### src/rtl/mem_xfer_pkg.sv
// mem_xfer_pkg: shared types and geometry for the line-transfer engine.
// A cache line is LINE_W bits moved as BEATS words of WORD_W bits each.
package mem_xfer_pkg;

  localparam int LINE_W = 128;
  localparam int WORD_W = 32;
  localparam int BEATS  = 4;

  typedef enum logic [1:0] {
    IDLE = 2'd0,
    RD   = 2'd1,
    WR   = 2'd2,
    DONE = 2'd3
  } state_e;

endpackage

### src/rtl/mem_xfer_watchdog.sv
// mem_xfer_watchdog: counts stalled cycles of the current beat and flags
// expire on the TIMEOUT-th consecutive cycle without a beat completing.
// Built only when MEM_XFER_TIMEOUT_EN is defined.
module mem_xfer_watchdog
  import mem_xfer_pkg::*;
#(
  parameter int TIMEOUT = 255
) (
  input  logic clk,
  input  logic rst,
  input  logic count,
  input  logic clear,
  output logic expire
);

  localparam int CW = (TIMEOUT > 1) ? $clog2(TIMEOUT) : 1;

  logic [CW-1:0] cnt_q;

  assign expire = count && !clear && (cnt_q == CW'(TIMEOUT - 1));

  // Stall counter: restarts at every beat boundary and whenever no transfer is active.
  always_ff @(posedge clk or negedge rst) begin
    if (!rst) begin
      cnt_q <= '0;
    end else if (clear || !count) begin
      cnt_q <= '0;
    end else if (!expire) begin
      cnt_q <= cnt_q + 1'b1;
    end
  end

endmodule

### src/rtl/mem_line_xfer.sv
// mem_line_xfer: moves one 128-bit L2 line to/from a 32-bit word memory as
// four beats. Strobes are held high for the whole transfer; the address and
// write word advance only after mem_ready accepts a beat.
// Optional build macro: MEM_XFER_TIMEOUT_EN adds a per-beat stall watchdog
// that aborts a hung transfer with req_err.
module mem_line_xfer
  import mem_xfer_pkg::*;
#(
  parameter int TIMEOUT = 255
) (
  input  logic              clk,
  input  logic              rst,
  input  logic              req_r,
  input  logic              req_w,
  input  logic [31:0]       req_addr,
  input  logic [LINE_W-1:0] req_wdata,
  output logic              req_ready,
  output logic [LINE_W-1:0] req_rdata,
  output logic              req_err,
  output logic              mem_r,
  output logic              mem_w,
  output logic [31:0]       mem_addr,
  output logic [WORD_W-1:0] mem_data_out,
  input  logic [WORD_W-1:0] mem_data,
  input  logic              mem_ready
);

  state_e                     state_q;
  state_e                     state_d;
  logic [1:0]                 beat_q;
  logic                       err_q;
  logic [LINE_W-1:0]          line_q;
  logic [LINE_W-WORD_W-1:0]   wdata_q;   // upper three writeback words, shifted down per beat

  logic busy;
  logic beat_done;
  logic last_beat;
  logic abort;

  assign busy      = (state_q == RD) || (state_q == WR);
  assign beat_done = busy && mem_ready;
  assign last_beat = (beat_q == 2'(BEATS - 1));

`ifdef MEM_XFER_TIMEOUT_EN
  logic expire;

  mem_xfer_watchdog #(
    .TIMEOUT(TIMEOUT)
  ) u_watchdog (
    .clk   (clk),
    .rst   (rst),
    .count (busy),
    .clear (beat_done),
    .expire(expire)
  );

  assign abort = expire;
`else
  logic unused_timeout;
  assign unused_timeout = (TIMEOUT == 0);
  assign abort          = 1'b0;
`endif

  // Low nibble of the request address selects within the line and is not needed.
  logic unused_addr_bits;
  assign unused_addr_bits = ^req_addr[3:0];

  // Outputs decode straight from registered state, so they are glitch-free and zero in reset.
  assign mem_r     = (state_q == RD);
  assign mem_w     = (state_q == WR);
  assign req_ready = (state_q == DONE);
  assign req_err   = (state_q == DONE) && err_q;
  assign req_rdata = line_q;

  // Next-state selection; a beat completing in the same cycle as expiry wins.
  always_comb begin
    // NOTE: default assignment first so every path drives state_d and no latch is inferred.
    state_d = state_q;
    case (state_q)
      IDLE: begin
        if (req_r && req_w)  state_d = DONE;
        else if (req_r)      state_d = RD;
        else if (req_w)      state_d = WR;
      end
      RD, WR: begin
        if (beat_done && last_beat) state_d = DONE;
        else if (!beat_done && abort) state_d = DONE;
      end
      DONE:    state_d = IDLE;
      default: state_d = IDLE;
    endcase
  end

  // Transfer datapath: latch the request in IDLE, then step address/data one beat at a time.
  always_ff @(posedge clk or negedge rst) begin
    if (!rst) begin
      state_q      <= IDLE;
      beat_q       <= '0;
      err_q        <= 1'b0;
      mem_addr     <= '0;
      mem_data_out <= '0;
      wdata_q      <= '0;
      // NOTE: the line register is plain flops, not a RAM, so it is cleared with the rest and a reset never exposes a partial line.
      line_q       <= '0;
    end else begin
      // NOTE: non-blocking throughout so every register samples pre-edge values.
      state_q <= state_d;
      case (state_q)
        IDLE: begin
          beat_q <= '0;
          err_q  <= req_r && req_w;
          if (req_r ^ req_w) begin
            mem_addr     <= {req_addr[31:4], 4'h0};
            mem_data_out <= req_w ? req_wdata[WORD_W-1:0] : '0;
            wdata_q      <= req_wdata[LINE_W-1:WORD_W];
          end
        end
        RD, WR: begin
          if (beat_done) begin
            if (state_q == RD) line_q[{beat_q, 5'd0} +: WORD_W] <= mem_data;
            if (!last_beat) begin
              beat_q        <= beat_q + 2'd1;
              mem_addr[3:2] <= beat_q + 2'd1;
              mem_data_out  <= (state_q == WR) ? wdata_q[WORD_W-1:0] : '0;
              wdata_q       <= {{WORD_W{1'b0}}, wdata_q[LINE_W-WORD_W-1:WORD_W]};
            end
          end else if (abort) begin
            err_q <= 1'b1;
          end
        end
        default: ;
      endcase
    end
  end

endmodule

### config.mk
export PLATFORM = sky130hd
export DESIGN_NAME = mem_line_xfer
export DESIGN_NICKNAME = d
export VERILOG_FILES = /design/src/rtl/mem_xfer_pkg.sv /design/src/rtl/mem_xfer_watchdog.sv /design/src/rtl/mem_line_xfer.sv
export SDC_FILE = /design/constraint.sdc
export NUM_CORES = 1
export LEC_CHECK = 0
export BUFFER_PORTS_ARGS = -buffer_cell sky130_fd_sc_hd__buf_4
export CAP_MARGIN = 25
export CORE_MARGIN = 5
export CORE_UTILIZATION = 40
export CTS_CLUSTER_SIZE = 14
export DETAILED_ROUTE_END_ITERATION = 7
export PLACE_DENSITY = 0.65
export SLEW_MARGIN = 5
export SYNTH_ARGS = -nofsm -noshare
export SYNTH_HDL_FRONTEND = slang
export SYNTH_SLANG_ARGS = --single-unit
### constraint.sdc
create_clock -name clk -period 6.6 [get_ports clk]
set_clock_uncertainty 0.15 [all_clocks]
set_input_delay 1.32 -clock clk [delete_from_list [all_inputs] [get_ports clk]]
set_output_delay 1.32 -clock clk [all_outputs]
set_load 0.01 [all_outputs]
# == Yosys cells after proc, flatten, opt, wreduce, memory -nomap -nowiden ==
# Cells that the tools add are included.
# totals
ff_bits,291
output_inout_bits,196
wordCells,56
# classes
addsub,2
n_eq_ne,9
n_shift,2
n_mux,21
bitwise,1
n_reduce_logical,13
# op_table
cell,n
two-way mux 96 bit,3
case mux 96 bit (2 select lines),1
two-way mux 32 bit,5
bitwise mux 128 bit,1
variable shift 32 x 9 -> 128 bit (first input constant),1
variable part select 32 x 9 -> 128 bit,1
case mux 32 bit (2 select lines),1
two-way mux 2 bit,6
negation 7 -> 9 bit,1
!= test 2 bit (second input constant),4
case mux 2 bit (2 select lines),2
== test 2 bit (second input constant),3
case mux 2 bit (3 select lines),1
AND reduction 3 bit,2
logical AND 1 bit,4
two-way mux 4 bit,1
!= test 4 bit (second input constant),1
AND reduction 2 bit,2
AND reduction 4 bit,1
adder 2 x 1 -> 2 bit (second input constant),1
== test 2 x 1 -> 1 bit (second input constant),1
zero test 2 bit,1
nonzero test 2 bit,1
OR reduction 2 bit,1
2 further kinds,2

# == Depth between registers and ports, before layout ==
# Gate-level depths: netlist (run 1).
# depth
depth_word,6
ltp_mapped,8
depth_no_buf,5

# == Least setup slack after synthesis (run 1) ==
# Ideal clock, no wire load.
# synth_timing
path_type,in2reg
startpoint,input req_r
endpoint,register wdata_q[52]
setup_time_ns,0.125
arrival_time_ns,2.862
slack_ns,3.463
cell_stages,8
cell_sequence,inv_1 > ha_1 > clkbuf_1 > nor2b_1 > a211oi_2 > buf_2 > buf_4 > mux2_2
# synth_between
elab_chain_len,3
# synth_rtl
element,line_no,text
start: declaration,mem_line_xfer.sv:13,"input logic req_r,"
bitwise XOR 1 bit,mem_line_xfer.sv:112,if (req_r ^ req_w) begin
!= test 2 bit (no source line),n/a,
AND reduction 4 bit (no source line),n/a,
end signal: assignment,mem_line_xfer.sv:115,wdata_q <= req_wdata[LINE_W-1:WORD_W];
end signal: assignment,mem_line_xfer.sv:125,"wdata_q <= {{WORD_W{1'b0}}, wdata_q[LINE_W-WORD_W-1:WORD_W]};"
end: declaration,mem_line_xfer.sv:33,logic [LINE_W-WORD_W-1:0] wdata_q;
# Every way passes these cells.
# A chain may end at the register's enable or synchronous reset.

# == Worst setup path after layout (run 1) ==
# layout_timing
startpoint,input req_w
endpoint,register wdata_q[42]
# layout_between
elab_chain_len,3
# layout_rtl
element,line_no,text
start: declaration,mem_line_xfer.sv:14,"input logic req_w,"
bitwise XOR 1 bit,mem_line_xfer.sv:112,
!= test 2 bit (no source line),n/a,
AND reduction 4 bit (no source line),n/a,
# Every way passes these cells.

==> results of run 1 <==
logic make-up (layout without fill, tap and decap cells):
family	Yosys count	count (layout)	share of synthesized area (%)
DFF	291	291	58.3
and+or+nand+nor	224	224	8.65
AOI/OAI and AO/OA	200	200	10.4
muxes	192	192	17.3
buffers and inverters	120	501	4.05
adders and majority gates	12	12	1.20
other	1	5	0.0300
worst reg2reg max path: cells and delay by family (launching register included):
kind                       cells  cell delay (ns)
AOI/OAI and AO/OA              1             0.71
buffers and inverters          2             0.58
adders and majority gates      1             0.50
muxes                          1             0.46
DFF                            1             0.41
and+or+nand+nor                1             0.21
Yosys cell counts, drive strengths merged:
library cell,instances,share of area (%)
a31oi,1,0.050
nor4b,3,0.43
nand2,174,5.2
a22o,75,5.3
nor2,1,0.030
a211oi,1,0.10
inv,42,1.3
dfrtp,291,58
nand4b,32,2.2
a21oi,1,0.040
o21ai,118,4.7
mux2,192,17
a21o,1,0.060
o2bb2ai,2,0.14
and2,2,0.10
nor4bb,1,0.080
nand2b,1,0.050
and3b,1,0.070
nand3,4,0.16
buf,27,1.3
a32oi,1,0.070
clkbuf,51,1.5
ha,12,1.2
conb,1,0.030
nor4,2,0.10
nor2b,3,0.15
worst min path at each step:
stage,end,slack [ns],depth (start not counted)
2_1_floorplan,wdata_q[32],0.30,1
3_3_place_gp,wdata_q[34],0.31,1
3_5_place_dp,wdata_q[34],0.32,1
4_1_cts,wdata_q[34],0.33,1
5_1_grt,wdata_q[56],0.35,1
6_report,wdata_q[34],0.33,1
state kept, by name, summed over array words and instances (netlist names):
signal / count
beat_q: 2
err_q: 1
mem_addr: 30
mem_data_out: 32
req_rdata: 128
state_q: 2
wdata_q: 96
report_power, final:
group          total, mW  internal, mW  switching, mW
Sequential          2.67          2.37          0.299
Combinational       3.34          1.76           1.58
Clock               1.89          1.18          0.713
metrics by stage:
stage                     std cells  utilization [%]  cell area (sq um)  setup slack (ns)
after floorplan                1041                -              12500              3.46
after global placement         1761             51.4              15800              2.78
after detailed placement       1762             51.5              15800              2.86
after CTS                      1818             55.2              16900              3.37
after global routing           1821             55.2              16900              3.23
final                          1821             55.2              16900              3.36
metal layers:
metal  vias to the layer above  GRT usage [%]  wire [um]
met5                         -              0          0
met4                         0           8.38       1630
met3                        82           5.64       2760
met2                       338           33.0      17500
met1                      4623           25.9      14600
li1                       4343              -          -
final cells by class:
class / count / area [sq um]
inverters: 42 / 158
fillers: 2669 / 13700
flip-flops and latches: 291 / 7280
diodes: 3 / 7.51
clock inverters: 6 / 87.6
well taps: 396 / 495
repair buffers: 403 / 3080
multi-input cells: 630 / 4770
clock buffers: 50 / 1050
==> flow_metrics.tcl, run 1 <==
set metrics [dict create \
    outcome "complete, no violations" \
    io_pins 393 \
    clk_latency_ns 0.49 \
    p_total_mw 7.90 \
    cts_tree "yes" \
    dr.first_iter.drc_count 488 \
    drive_gt1_share_pct 43.2 \
    rrSetupSlack_ns 3.47 \
    post-cts-setup-buffers 0 \
    grt_max_degree 125 \
    cp_data_required_time_ns 6.81 \
    grt_pass1_wl_um 57900 \
    period_share_pct 49.1 \
    gr-total-overflow 0 \
    drt_pass1_iterations 5 \
    die_area_sq_mm 0.0349 \
    worstSetupPathType "in2reg" \
    path_buf_inv 3 \
    yosys_register_bits 291 \
    port_buffers 386 \
    maxCapViolCount 0 \
    fin_setup_tns_ns 0 \
    start_util_pct 40.7 \
    worst_path_largest_cell_delay_ns 0.72 \
    rr_worst_depth 6 \
    leakage_nw 8.15 \
    final_cell_mix "buf_4 (399), dfrtp_1 (291), nand2_1 (174)" \
    setup_viol 0 \
    clock_sinks 291 \
    crit_family "compound AO/OA/AOI/OAI gates" \
    netlist_area_sq_mm 0.0125 \
    yosysSeqAreaShare_pct 58.3 \
    grt.total_usage_pct 20.4 \
    totalWireLength_um 36500 \
    min-delay-start "wdata_q[34]" \
    clockBufferDepth 3 \
    drcViolationCount 0 \
    routed_via_density 5.15 \
    ir_drop_uv 273 \
    rr_endpoint "wdata_q[42]" \
    antenna_found_initial 3 \
    rows 64 \
    worstMarginPinSlew_ns 1.03 \
    fin_crit_ns 3.24 \
    die_h_um 187 \
    nets 1611 \
    max_freq_mhz 309 \
    area_growth_pct 35.6 \
    end_kind "register" \
    cts_buffers 34 \
    critPathSlowestCell "a211oi_4" \
    final_common_cell "buf_4" \
    wire_per_inst_um 20.0 \
    cts_resized 0 \
    ant_nets 0 \
    r2r-start "state_q[0]" \
    synth_cells 1040 \
    cts_root_buf "clkbuf_16" \
    yosysWarnings 0 \
    crit_end "wdata_q[42]" \
    die_w_um 187 \
    path_cells "buf_4, inv_1, ha_1, nor2b_1, a211oi_4, buf_12, mux2_1" \
    cts_max_level 2 \
    critPathMaxFanout 84 \
    cp.depth 7 \
    syn_area_per_cell_sq_um 12.0 \
    rsz0062_at_grt "no" \
    drv_slew 0 \
    holdWs_ns 0.327 \
    hp-class "reg2reg" \
    grt_pass1_vias 9861 \
    power_per_cell_area_mw_per_mm2 467 \
    worst_ep_arrival_time_ns 3.45 \
    hold_viol 0 \
    via_count 9386 \
    clk_pin_slew_worst_paths_ns 0.05 \
    critPathLaunchType "input port" \
    coreArea_sq_mm 0.0307 \
    place_congestion 0.834 \
    relSlewSlack_pct 31.6 \
    cts_hold_buf 0 \
    synth_cell_types 31 \
    critPathLaunch "req_w" \
    place_hpwl_um 25000 \
]
Note: power is estimated with default switching activity, not from simulation.
==> inputs of run 2 (changes only) <==
- clock period: 6.6 -> 3.26 ns (I/O delays scaled with it)
==> run 2 against run 1 <==
Against the previous run: the flow now finishes with violations (hold timing); die area unchanged; core utilization grew 0.29 points; clock power increased by 89%; cell count up 0.93%; setup slack got worse by 2.7 ns; global-route usage rose by 0.26 points; count of clock-buffer cells in the layout increased by 3; sequential power up 100%; critical endpoint is now req_rdata[62]; hold slack got worse by 0.35 ns; register-to-register slack worse by 2.8 ns.
==> flow_metrics.tcl, run 2 (synthesis results as in run 1) <==
set metrics [dict create \
    ant_nets 0 \
    nets 1624 \
    violations "hold timing" \
    wire_per_inst_um 20.2 \
    drive_gt1_share_pct 43.3 \
    relSlewSlack_pct 47.9 \
    cp_data_required_time_ns 3.49 \
    die_h_um 187 \
    rsz0062_at_grt "no" \
    antenna_found_initial 2 \
    totalWireLength_um 37200 \
    period_share_pct 78.4 \
    clock_sinks 291 \
    clockBufferDepth 3 \
    p_clk_share_pct 22.4 \
    place_hpwl_um 26100 \
    p_int_mw 10.6 \
    cts_max_level 2 \
    worstMarginPinSlew_ns 0.774 \
    die_area_sq_mm 0.0349 \
    io_pins 393 \
    path_cells "inv_1, ha_1, nor4bb_4, buf_4, nand2_1, o21ai_0" \
    grt.total_usage_pct 20.6 \
    sequentialPowerShare_pct 33.9 \
    via_count 9413 \
    critPathSlowestCell "ha_1" \
    cts_tree "yes" \
    rows 64 \
    post-cts-setup-buffers 0 \
    setup_viol 0 \
    dpl-instance-area_sq_mm 0.0160 \
    gr-total-overflow 0 \
    leakage_nw 8.19 \
    port_buffers 386 \
    drcViolationCount 0 \
    place_congestion 0.818 \
    area_growth_pct 36.3 \
    clk_latency_ns 0.49 \
    postLayoutCoreUtil_pct 55.5 \
    start_util_pct 40.7 \
    final_common_cell "buf_4" \
    clk_pin_slew_worst_paths_ns 0.06 \
    place_ws_ns 0.601 \
    dr.first_iter.drc_count 534 \
    largest_reg_flops 128 \
    die_w_um 187 \
    hold_viol 13 \
    cts_buffers 34 \
    grt_pass1_vias 10100 \
    final.fill_count 2625 \
    critPathLaunchType "register" \
    setup_ws_ns 0.704 \
    fin_setup_tns_ns 0 \
    worst_path_largest_cell_delay_ns 0.57 \
    p_switching_mw 5.33 \
    cts_hold_buf 0 \
    critPathMaxFanout 27 \
    grt_max_degree 81 \
    worst_ep_arrival_time_ns 2.79 \
    place_inst 1775 \
    cts_root_buf "clkbuf_16" \
    max_freq_mhz 391 \
    final_cell_mix "buf_4 (405), dfrtp_1 (291), nand2_1 (174)" \
    routed_via_density 5.12 \
    final_cell_count_no_fill 1838 \
    drt_pass1_iterations 4 \
    combPwrFrac_pct 43.7 \
    hp-class "in2async" \
    drv_slew 0 \
    fin_crit_ns 2.56 \
    grt_pass1_wl_um 58600 \
    p_sw_share_pct 33.4 \
    coreArea_sq_mm 0.0307 \
    holdWs_ns -0.0213 \
    maxCapViolCount 0 \
    design_area_sq_mm 0.0170 \
    ir_drop_uv 615 \
    cts_resized 0 \
    outcome "finished with violations" \
    worstSetupPathType "reg2reg" \
    power_per_cell_area_mw_per_mm2 938 \
    end_kind "register" \
]
## run 2: changes by cell type in the layout (fill, tap and decap cells not counted), sizes merged
cell / change
buf: +13
clkbuf: +3
clkinv: +3
bufinv: -2
clkinvlp: +1
diode: -1
## run 2: final cells by class
| class | count | area (sq um) | area share (%) |
|---|---|---|---|
| inverter | 42 | 158 | 0.926 |
| sequential | 291 | 7280 | 42.8 |
| clock buffer | 53 | 1000 | 5.89 |
| tap | 396 | 495 | 2.91 |
| clock inverter | 8 | 50.0 | 0.294 |
| antenna | 2 | 5.00 | 0.0294 |
| multi-input combinational | 630 | 4770 | 28.0 |
| timing repair buffer | 416 | 3260 | 19.1 |
## run 2: power groups by stage
| stage | registers (mW) | logic [mW] | clock network, mW |
|---|---|---|---|
| after global placement | 5.42 | 6.91 | 0 |
| after global routing | 5.54 | 7.59 | 3.85 |
| after detailed placement | 5.46 | 7.06 | 0 |
| final | 5.41 | 6.98 | 3.58 |
| after CTS | 5.41 | 7.08 | 3.69 |
| after floorplan | 5.56 | 4.44 | 0 |
## run 2: critical path: cells and delay by family, from the launching register on
kind / cells / cell delay (ns)
AO/OA/AOI/OAI: 1 / 0.20
adder cells (fa/ha/maj): 1 / 0.57
buffers and inverters: 2 / 0.59
flip-flops: 1 / 0.55
AND/OR/NAND/NOR: 2 / 0.38
## run 2: final timing paths
| kind | from | endpoint | slack, ns | cells past startpoint |
|---|---|---|---|---|
| setup / recovery | beat_q[0] | req_rdata[62] | 0.70 | 6 |
| hold / removal | rst | req_rdata[14] | -0.02 | 1 |
| setup reg to reg | beat_q[0] | req_rdata[62] | 0.70 | 6 |
| hold reg to reg | req_rdata[100] | req_rdata[100] | 0.33 | 2 |
| max in group asynchronous | rst | mem_data_out[1] | 2.09 | 3 |
| min in group clk | req_addr[26] | mem_addr[26] | 0.23 | 2 |
## run 2: layer usage
metal  track usage (%)  share of wire, %  vias to the layer above  wire length (um)
met5                 0                 0                        -                 0
met4              6.95               3.2                        0              1200
met3              6.15               7.6                       71              2830
met2              34.0                48                      332             18000
met1              26.1                41                     4638             15200
li1                  -                 -                     4372                 -
## run 2: per-stage QoR
| stage | power [mW] | hold WS, ns |
|---|---|---|
| 2_1_floorplan | 10.0 | 0.206 |
| 3_3_place_gp | 12.3 | 0.312 |
| 3_5_place_dp | 12.5 | 0.318 |
| 4_1_cts | 16.2 | 0.0158 |
| 5_1_grt | 17.0 | 0.0227 |
| 6_report | 16.0 | -0.0213 |
